--- config.mk ---
export PLATFORM = sky130hd
export DESIGN_NAME = mem_arbiter
export DESIGN_NICKNAME = d
export VERILOG_FILES = /design/src/rtl/mem_arbiter_pkg.sv /design/src/rtl/rv32i_types.sv /design/src/rtl/mem_arbiter.sv
export SDC_FILE = /design/constraint.sdc
export NUM_CORES = 1
export LEC_CHECK = 0
export CORE_ASPECT_RATIO = 1.2
export CORE_UTILIZATION = 31
export DETAILED_ROUTE_END_ITERATION = 6
export PLACE_DENSITY_LB_ADDON = 0.15
export SLEW_MARGIN = 40
export SYNTH_ARGS = -nofsm -noshare
export SYNTH_HDL_FRONTEND = slang
export SYNTH_SLANG_ARGS = --single-unit
--- constraint.sdc ---
create_clock -name clk -period 1.5 [get_ports clk]
set_input_delay 0.3 -clock clk [delete_from_list [all_inputs] [get_ports clk]]
set_output_delay 0.3 -clock clk [all_outputs]
set_load 0.02 [all_outputs]
--- src/rtl/mem_arbiter_pkg.sv ---
// Arbiter-wide types and defaults shared by the I/D memory arbiter.
package mem_arbiter_pkg;

  typedef enum logic [1:0] {
    IDLE   = 2'd0,
    I_BUSY = 2'd1,
    D_BUSY = 2'd2
  } arb_state_e;

  // Max consecutive D-side grants while an I-side fetch is waiting.
  localparam int unsigned STARVE_LIMIT_DEFAULT = 4;

  // Instruction fetches always move a full word.
  localparam logic [3:0] I_SIDE_MBE = 4'hF;

endpackage : mem_arbiter_pkg

--- src/rtl/rv32i_types.sv ---
// Shared RV32I scalar types used across the memory subsystem.
package rv32i_types;

  typedef logic [31:0] rv32i_word;

endpackage : rv32i_types

--- src/rtl/mem_arbiter.sv ---
// Two-requester (instruction / data) arbiter onto a single memory port.
// D side has priority, bounded by STARVE_LIMIT consecutive grants while
// an instruction fetch is pending.
module mem_arbiter
  import rv32i_types::*;
  import mem_arbiter_pkg::*;
#(
  parameter int unsigned STARVE_LIMIT = STARVE_LIMIT_DEFAULT
) (
  input  logic       clk,
  input  logic       rst,
  // instruction side
  input  logic       i_read,
  input  rv32i_word  i_addr,
  output rv32i_word  i_rdata,
  output logic       i_resp,
  // data side
  input  logic       d_read,
  input  logic       d_write,
  input  rv32i_word  d_addr,
  input  rv32i_word  d_wdata,
  input  logic [3:0] d_mbe,
  output rv32i_word  d_rdata,
  output logic       d_resp,
  // shared memory port
  output logic       m_read,
  output logic       m_write,
  output rv32i_word  m_addr,
  output rv32i_word  m_wdata,
  output logic [3:0] m_mbe,
  input  rv32i_word  m_rdata,
  input  logic       m_resp
);

  localparam int unsigned CNT_W = (STARVE_LIMIT > 0) ? $clog2(STARVE_LIMIT + 1) : 1;
  localparam logic [CNT_W-1:0] CNT_MAX = CNT_W'(STARVE_LIMIT);

  arb_state_e       state_q, state_d;
  logic [CNT_W-1:0] starve_cnt_q, starve_cnt_d;
  rv32i_word        addr_q, addr_d;
  rv32i_word        wdata_q, wdata_d;
  logic [3:0]       mbe_q, mbe_d;
  logic             m_read_q, m_read_d;
  logic             m_write_q, m_write_d;

  logic d_req;
  logic starved;

  assign d_req   = d_read | d_write;
  assign starved = (starve_cnt_q == CNT_MAX);

  // Arbitration decision, request latching and transaction completion.
  always_comb begin
    state_d      = state_q;
    starve_cnt_d = starve_cnt_q;
    addr_d       = addr_q;
    wdata_d      = wdata_q;
    mbe_d        = mbe_q;
    m_read_d     = m_read_q;
    m_write_d    = m_write_q;

    unique case (state_q)
      IDLE: begin
        if (d_req && !(i_read && starved)) begin
          state_d   = D_BUSY;
          addr_d    = d_addr;
          wdata_d   = d_wdata;
          mbe_d     = d_mbe;
          // A simultaneous read+write is treated as a write.
          m_write_d = d_write;
          m_read_d  = ~d_write;
          // Grant here implies starve_cnt < limit when i_read is high,
          // so the increment saturates at the limit by construction.
          if (i_read) begin
            starve_cnt_d = starve_cnt_q + CNT_W'(1);
          end
        end else if (i_read) begin
          state_d      = I_BUSY;
          addr_d       = i_addr;
          wdata_d      = '0;
          mbe_d        = I_SIDE_MBE;
          m_read_d     = 1'b1;
          m_write_d    = 1'b0;
          starve_cnt_d = '0;
        end
      end
      I_BUSY, D_BUSY: begin
        if (m_resp) begin
          state_d   = IDLE;
          m_read_d  = 1'b0;
          m_write_d = 1'b0;
        end
      end
      default: begin
        state_d   = IDLE;
        m_read_d  = 1'b0;
        m_write_d = 1'b0;
      end
    endcase
  end

  // State and latched-request registers; reset abandons any transaction.
  always_ff @(posedge clk or negedge rst) begin
    if (!rst) begin
      state_q      <= IDLE;
      starve_cnt_q <= '0;
      addr_q       <= '0;
      wdata_q      <= '0;
      mbe_q        <= '0;
      m_read_q     <= 1'b0;
      m_write_q    <= 1'b0;
    end else begin
      state_q      <= state_d;
      starve_cnt_q <= starve_cnt_d;
      addr_q       <= addr_d;
      wdata_q      <= wdata_d;
      mbe_q        <= mbe_d;
      m_read_q     <= m_read_d;
      m_write_q    <= m_write_d;
    end
  end

  assign m_read  = m_read_q;
  assign m_write = m_write_q;
  assign m_addr  = addr_q;
  assign m_wdata = wdata_q;
  assign m_mbe   = mbe_q;

  assign i_resp  = (state_q == I_BUSY) && m_resp;
  assign d_resp  = (state_q == D_BUSY) && m_resp;
  assign i_rdata = m_rdata;
  assign d_rdata = m_rdata;

endmodule : mem_arbiter

==> results.ini, run 1 <==
[final_layout]
nNetsFinal=652
diodes=0
utilization_pct=51.7
drive_above_1_share_pct=18.5
area_growth_pct=60.7

[flow_run]
max_cap_viol_count=0

[logic_synthesis]
yosys-top-cells-area=dfrtp_1 (50%), buf_4 (14%), a22o_1 (7.9%), a31oi_1 (5.3%), a21oi_1 (4.3%)
synthCells=370
ys_ff_latch=75
netlist_area_um2=3760
syn_nets=513
ys_types=30
synth_area_leader_cell=dfrtp_1
syn_avg_cell_area_um2=10.2
ys_seq_area_share_pct=50.0
yosysWarnings=0
synth_top_cell_area_share_pct=50.0

[grt]
grt-ovfl-total=0
grt_pass1_wl_um=17300
grt_max_degree=50
grt_pass1_vias=3355
grt_antenna_before_repair=0
track_usage_pct=18.2

[sta]
setup_viol=50
fin_tns_setup_ns=-2.16
finalMaxSlewViolations=0
skew_ns=0.0105
setup_ws_ns=-0.0916
rsz0062_at_grt=true
fmax_mhz=628
min_period_ns=1.59
finalHoldViolCount=0
worst_pin_slew_ns=0.404
period_share_pct=106
slew_headroom_pct=73.0

[detailed_routing]
ant_nets=0
drt_pass1_iterations=4
wl_per_cell_um=17.7
drc_errors=0
dr_total_vias=3285
via_per_inst=4.90
finalWirelength_um=11900
drt_iter0_drc=164

[clock_network]
clk-insertion-delay-late_ns=0.33
clock_sinks=75
path_clk_slew_ns=0.06
cts_max_path_buffers=2
cts_root_buf=clkbuf_16
htree_levels=3
cts_tree=built
cts_made_buffers=9

[power]
p_per_area_nw_per_um2=2060
p_leak_nw=2.62
ir_drop_v=0.00104

[run_status]
status=finished, violations left
violations=setup timing

[setup_path]
max_stage_delay_ns=0.39
path_cells=inv_2 -> buf_6 -> ha_4 -> o31ai_4 -> nor3_4 -> buf_6 -> buf_12 -> buf_16 -> a22o_1
slowest_stage=dfrtp_1
path_common_cell=buf_6
critPathCaptureType=flip-flop
arrival_ns=1.81
cp.required_ns=1.71
path_delay_family=buffers and inverters
worst-path-buf-inv=5
start_kind=flip-flop
critPathMaxFanout=4
crit_type=reg2reg

[die]
initial_core_util_pct=32.2
core_um2=11700
die_h_um=123
io_pins=274
dieArea_um2=12600
row_count=43
die_w_um=103

[placed_design]
port_buffers=177
dp_hpwl_um=7870
place.gp.congestion=0.765

[hold_path]
min_path_type=in2async

## Yosys cell counts
master and n:
nand2_1 4, buf_2 13, nor4_1 1, a31oi_1 32, nor2b_1 1, clkbuf_1 9, or2_1 1, o22a_1 4
nor3_4 1, buf_6 1, nor4b_1 1, dfrtp_1 75, ha_1 5, o21ai_1 2, a21oi_1 32, buf_4 70
o311ai_1 1, a22o_1 34, nor2_1 33, and3_1 1, o31ai_4 1, nand3_1 3, nor2_2 1, a21o_1 3
o31a_1 1, inv_1 4, o21ai_0 31, a32o_1 2, and2_1 2, nor3_1 1
## registers in the layout, summed over array words and instances, names as in the netlist
signal,count
m_addr,32
m_read,1
m_write,1
state_q,2
starve_cnt_q,3
m_mbe,4
m_wdata,32
## kinds of logic after synthesis
group                    after synthesis  share of synthesized area (%)
AO/OA/AOI/OAI                        143                           25.0
AND/OR/NAND/NOR                       50                           6.06
flip-flops                            75                           50.0
buffers and inverters                 97                           17.3
adder cells (fa/ha/maj)                5                           1.67
## cells in the final DEF, fill, tap and decap left out, drive strengths merged, types with 14 or more instances in the layout
cell           instances
clkdlybuf4s50        101
o21ai                 33
a22o                  34
a31oi                 32
a21oi                 32
dlygate4sd2           73
clkbuf                14
nor2                  34
dfrtp                 75
buf                   44
## where the power goes
group / leakage, nW / internal, W / switching, W
Sequential: 0.897 / 0.00299 / 0.000544
Clock: 0.155 / 0.00142 / 0.000817
Combinational: 1.57 / 0.00316 / 0.00351
## layer usage
metal	wire length, µm	GRT usage, %
met5	0	0
met1	4860	21.5
met2	5750	30.2
met3	831	4.90
met4	420	9.20
## final timing paths
| kind | from | end | slack, ns | cells after the start |
|---|---|---|---|---|
| min reg2reg | m_wdata[10] | m_wdata[10] | 0.50 | 1 |
| min | rst | m_read | 0.44 | 2 |
| min in group clk | m_wdata[10] | m_wdata[10] | 0.50 | 1 |
| max in group asynchronous | rst | m_addr[14] | 0.53 | 3 |
| max | state_q[1] | m_wdata[5] | -0.09 | 9 |
| max reg2reg | state_q[1] | m_wdata[5] | -0.09 | 9 |
## stage by stage
stage	total power [W]	setup WS [ns]	cells	cell area (µm²)	hold WS (ns)
after detailed placement	0.00981	-0.424	640	5370	0.259
after global placement	0.00975	-0.371	640	5370	0.258
after CTS	0.0120	-0.123	666	5810	0.451
after floorplan	0.00711	0.0370	370	3760	0.00441
final	0.0124	-0.0916	671	6040	0.438
after global routing	0.0132	-0.156	671	6040	0.468
## final cells by class
type                       instances  area [µm²]
clock buffer                      12         267
inverter                           4        15.0
fill                            1091        5640
sequential                        75        1880
clock inverter                     4        47.5
timing repair buffer             221        2200
multi-input combinational        198        1440
tap                              157         196
## what timing repair did
action / CTS / global route
setup endpoints to repair: 145 / 74
pin swaps: 2 / 10
hold buffers: 1 / 0
endpoints found under the hold margin: 25 / 0
cloned: 2 / 3
resized for setup: 95 / 43
buffers inserted: 7 / 5
(Power assumes the default switching activity.)
==> run 2, diff against run 1 <==
--- a/config.mk
+++ b/config.mk
@@ -5,8 +5,10 @@
 export SDC_FILE = /design/constraint.sdc
 export NUM_CORES = 1
 export LEC_CHECK = 0
+export CELL_PAD_IN_SITES_DETAIL_PLACEMENT = 2
+export CELL_PAD_IN_SITES_GLOBAL_PLACEMENT = 2
 export CORE_ASPECT_RATIO = 1.2
-export CORE_UTILIZATION = 31
+export CORE_UTILIZATION = 17
 export DETAILED_ROUTE_END_ITERATION = 6
 export PLACE_DENSITY_LB_ADDON = 0.15
 export SLEW_MARGIN = 40
==> run 2 against run 1 <==
Effect of this change: the run still ends with setup timing left; final cell count increased by 19%; via count increased by 5.5%; largest power group unchanged; highest routed layer unchanged; clock power decreased by 4%.
==> results.ini, run 2 (same netlist as run 1, synthesis figures left out) <==
[setup_path]
cp.required_ns=1.72  ; about the same
crit_type=reg2reg
start_kind=flip-flop
arrival_ns=1.83  ; +0.02 ns
critPathCaptureType=flip-flop
critPathMaxFanout=9  ; +5

[die]
row_count=59  ; +37%
dieArea_um2=22700  ; +81%
core_um2=21700  ; +86%
die_w_um=138  ; +34%
io_pins=274  ; unchanged
initial_core_util_pct=17.3  ; -15 points
die_h_um=165  ; +34%

[grt]
grt_max_degree=31  ; -38%
grt_antenna_before_repair=0  ; unchanged
grt-ovfl-total=0  ; unchanged
grt_pass1_wl_um=22700  ; +32%
grt_pass1_vias=3942  ; +17%
track_usage_pct=13.7  ; -4.6 points

[placed_design]
place.gp.congestion=0.715  ; -6.6%
dp.cells=762  ; +19%
dp_slack_ns=-0.517  ; -0.0926 ns
dp_hpwl_um=10800  ; +37%
port_buffers=177  ; unchanged

[clock_network]
htree_levels=3  ; unchanged
cts_root_buf=clkbuf_16
clk-insertion-delay-late_ns=0.34  ; about the same
cts_max_path_buffers=2  ; unchanged
path_clk_slew_ns=0.06  ; about the same
cts_made_buffers=9  ; unchanged
cts_tree=built
clock_sinks=75  ; unchanged

[sta]
worst_pin_slew_ns=0.415  ; +0.0105 ns
fin_tns_setup_ns=-3.22  ; -1.06 ns
skew_ns=0.00496  ; -0.00551 ns
finalHoldViolCount=0  ; unchanged
fmax_mhz=620  ; -1.3%
setup_viol=66  ; +32%
min_period_ns=1.61  ; +0.0207 ns
period_share_pct=107  ; +1.4 points
slew_headroom_pct=72.3  ; -0.70 points
setup_ws_ns=-0.112  ; -0.0207 ns
rsz0062_at_grt=true
finalMaxSlewViolations=0  ; unchanged

[detailed_routing]
via_per_inst=4.35  ; -11%
drt_pass1_iterations=4  ; unchanged
wl_per_cell_um=19.9  ; +13%
ant_nets=0  ; unchanged
finalWirelength_um=15800  ; +34%
dr_total_vias=3466  ; +5.5%
drt_iter0_drc=76  ; -54%
drc_errors=0  ; unchanged

[power]
clkPwrFrac_pct=15.8  ; -2.2 points
seqPwrFrac_pct=26.5  ; -1.9 points
p_leak_nw=2.74  ; +4.7%
p_int_w=0.00787  ; +3.9%
p_per_area_nw_per_um2=2040  ; -0.95%
ir_drop_v=0.000562  ; -46%
combinationalPowerShare_pct=57.8  ; +4.2 points
p_sw_w=0.00570  ; +17%
switching_share_pct=42.0  ; +2.9 points

[final_layout]
drive_above_1_share_pct=26.4  ; +7.9 points
area_growth_pct=76.8
final_common_cell=clkdlybuf4s50_1
final_cell_mix=clkdlybuf4s50_1 (102), dfrtp_1 (74), dlygate4sd2_1 (71), a22o_1 (34), o21ai_0 (30)
seqCellArea_um2=1880  ; about the same
diodes=0  ; unchanged
multi_input_area_um2=1750  ; +22%
utilization_pct=30.6  ; -21 points
fillerInstances=2320  ; +110%
final_cells=797  ; +19%
nNetsFinal=661  ; +1.4%

[run_status]
violations=setup timing
status=finished, violations left

[hold_path]
min_path_type=in2async

[flow_run]
max_cap_viol_count=0  ; unchanged

-- run 2: cell types whose count changed in the layout (fill, tap and decap cells not counted), sizes merged --
cell and delta:
clkinv +1, buf +7, bufinv -1, dlymetal6s2s +1, clkdlybuf4s50 +1, inv +3
clkbuf -1, dlygate4sd2 -2
-- run 2: routing by layer --
metal	GRT usage [%]	vias to the layer above	part of all wire, %
met5	0	-	0
met4	7.26	0	2.9
met3	2.46	31	4.9
met2	24.2	110	53
met1	15.4	1761	40
li1	-	1564	-
-- run 2: worst paths after layout --
path | startpoint | endpoint | slack (ns) | cells past startpoint
max | state_q[0] | m_addr[1] | -0.11 | 8
max in group asynchronous | rst | m_wdata[1] | 0.61 | 3
min | rst | m_mbe[3] | 0.40 | 2
min in group clk | m_wdata[6] | m_wdata[6] | 0.50 | 1
min reg2reg | m_wdata[6] | m_wdata[6] | 0.50 | 1
max reg2reg | state_q[0] | m_addr[1] | -0.11 | 8
-- run 2: power by group through the flow --
stage               combinational [W]  clock, W  sequential [W]
floorplan                     0.00249         0         0.00462
global placement              0.00659         0         0.00361
finish                        0.00784   0.00214         0.00359
global route                  0.00839   0.00232         0.00373
CTS                           0.00697   0.00223         0.00357
detailed placement            0.00674         0         0.00363
-- run 2: timing repair --
| action | CTS | global route |
|---|---|---|
| setup buffers | 9 | 6 |
| hold endpoints to repair | 17 | 0 |
| pin swaps | 1 | 18 |
| gates cloned | 3 | 5 |
| gates resized for setup | 107 | 88 |
| endpoints found under the setup margin | 146 | 76 |
| hold buffers | 1 | 0 |
-- run 2: final cells by class --
| class | instances | share of cell area [%] |
|---|---|---|
| Timing Repair Buffer | 230 | 35.6 |
| Sequential cell | 75 | 28.3 |
| Multi-Input combinational cell | 198 | 26.4 |
| Tap cell | 274 | 5.16 |
| Clock buffer | 9 | 3.39 |
| Clock inverter | 7 | 0.923 |
| Inverter | 4 | 0.226 |
-- run 2: per-stage QoR --
step	area, µm²	hold WS, ns	power [W]
finish	6640	0.399	0.0136
global route	6640	0.429	0.0144
CTS	6100	0.406	0.0128
detailed placement	5620	0.233	0.0104
global placement	5620	0.226	0.0102
floorplan	3760	0.00441	0.00711
-- run 2: critical path: stages, from the launching register on --
cell	delay, ns
dfrtp_2	0.44
inv_2	0.10
buf_6	0.10
ha_4	0.13
o31ai_4	0.11
buf_8	0.19
clkbuf_16	0.18
a31oi_2	0.15
a21oi_1	0.09
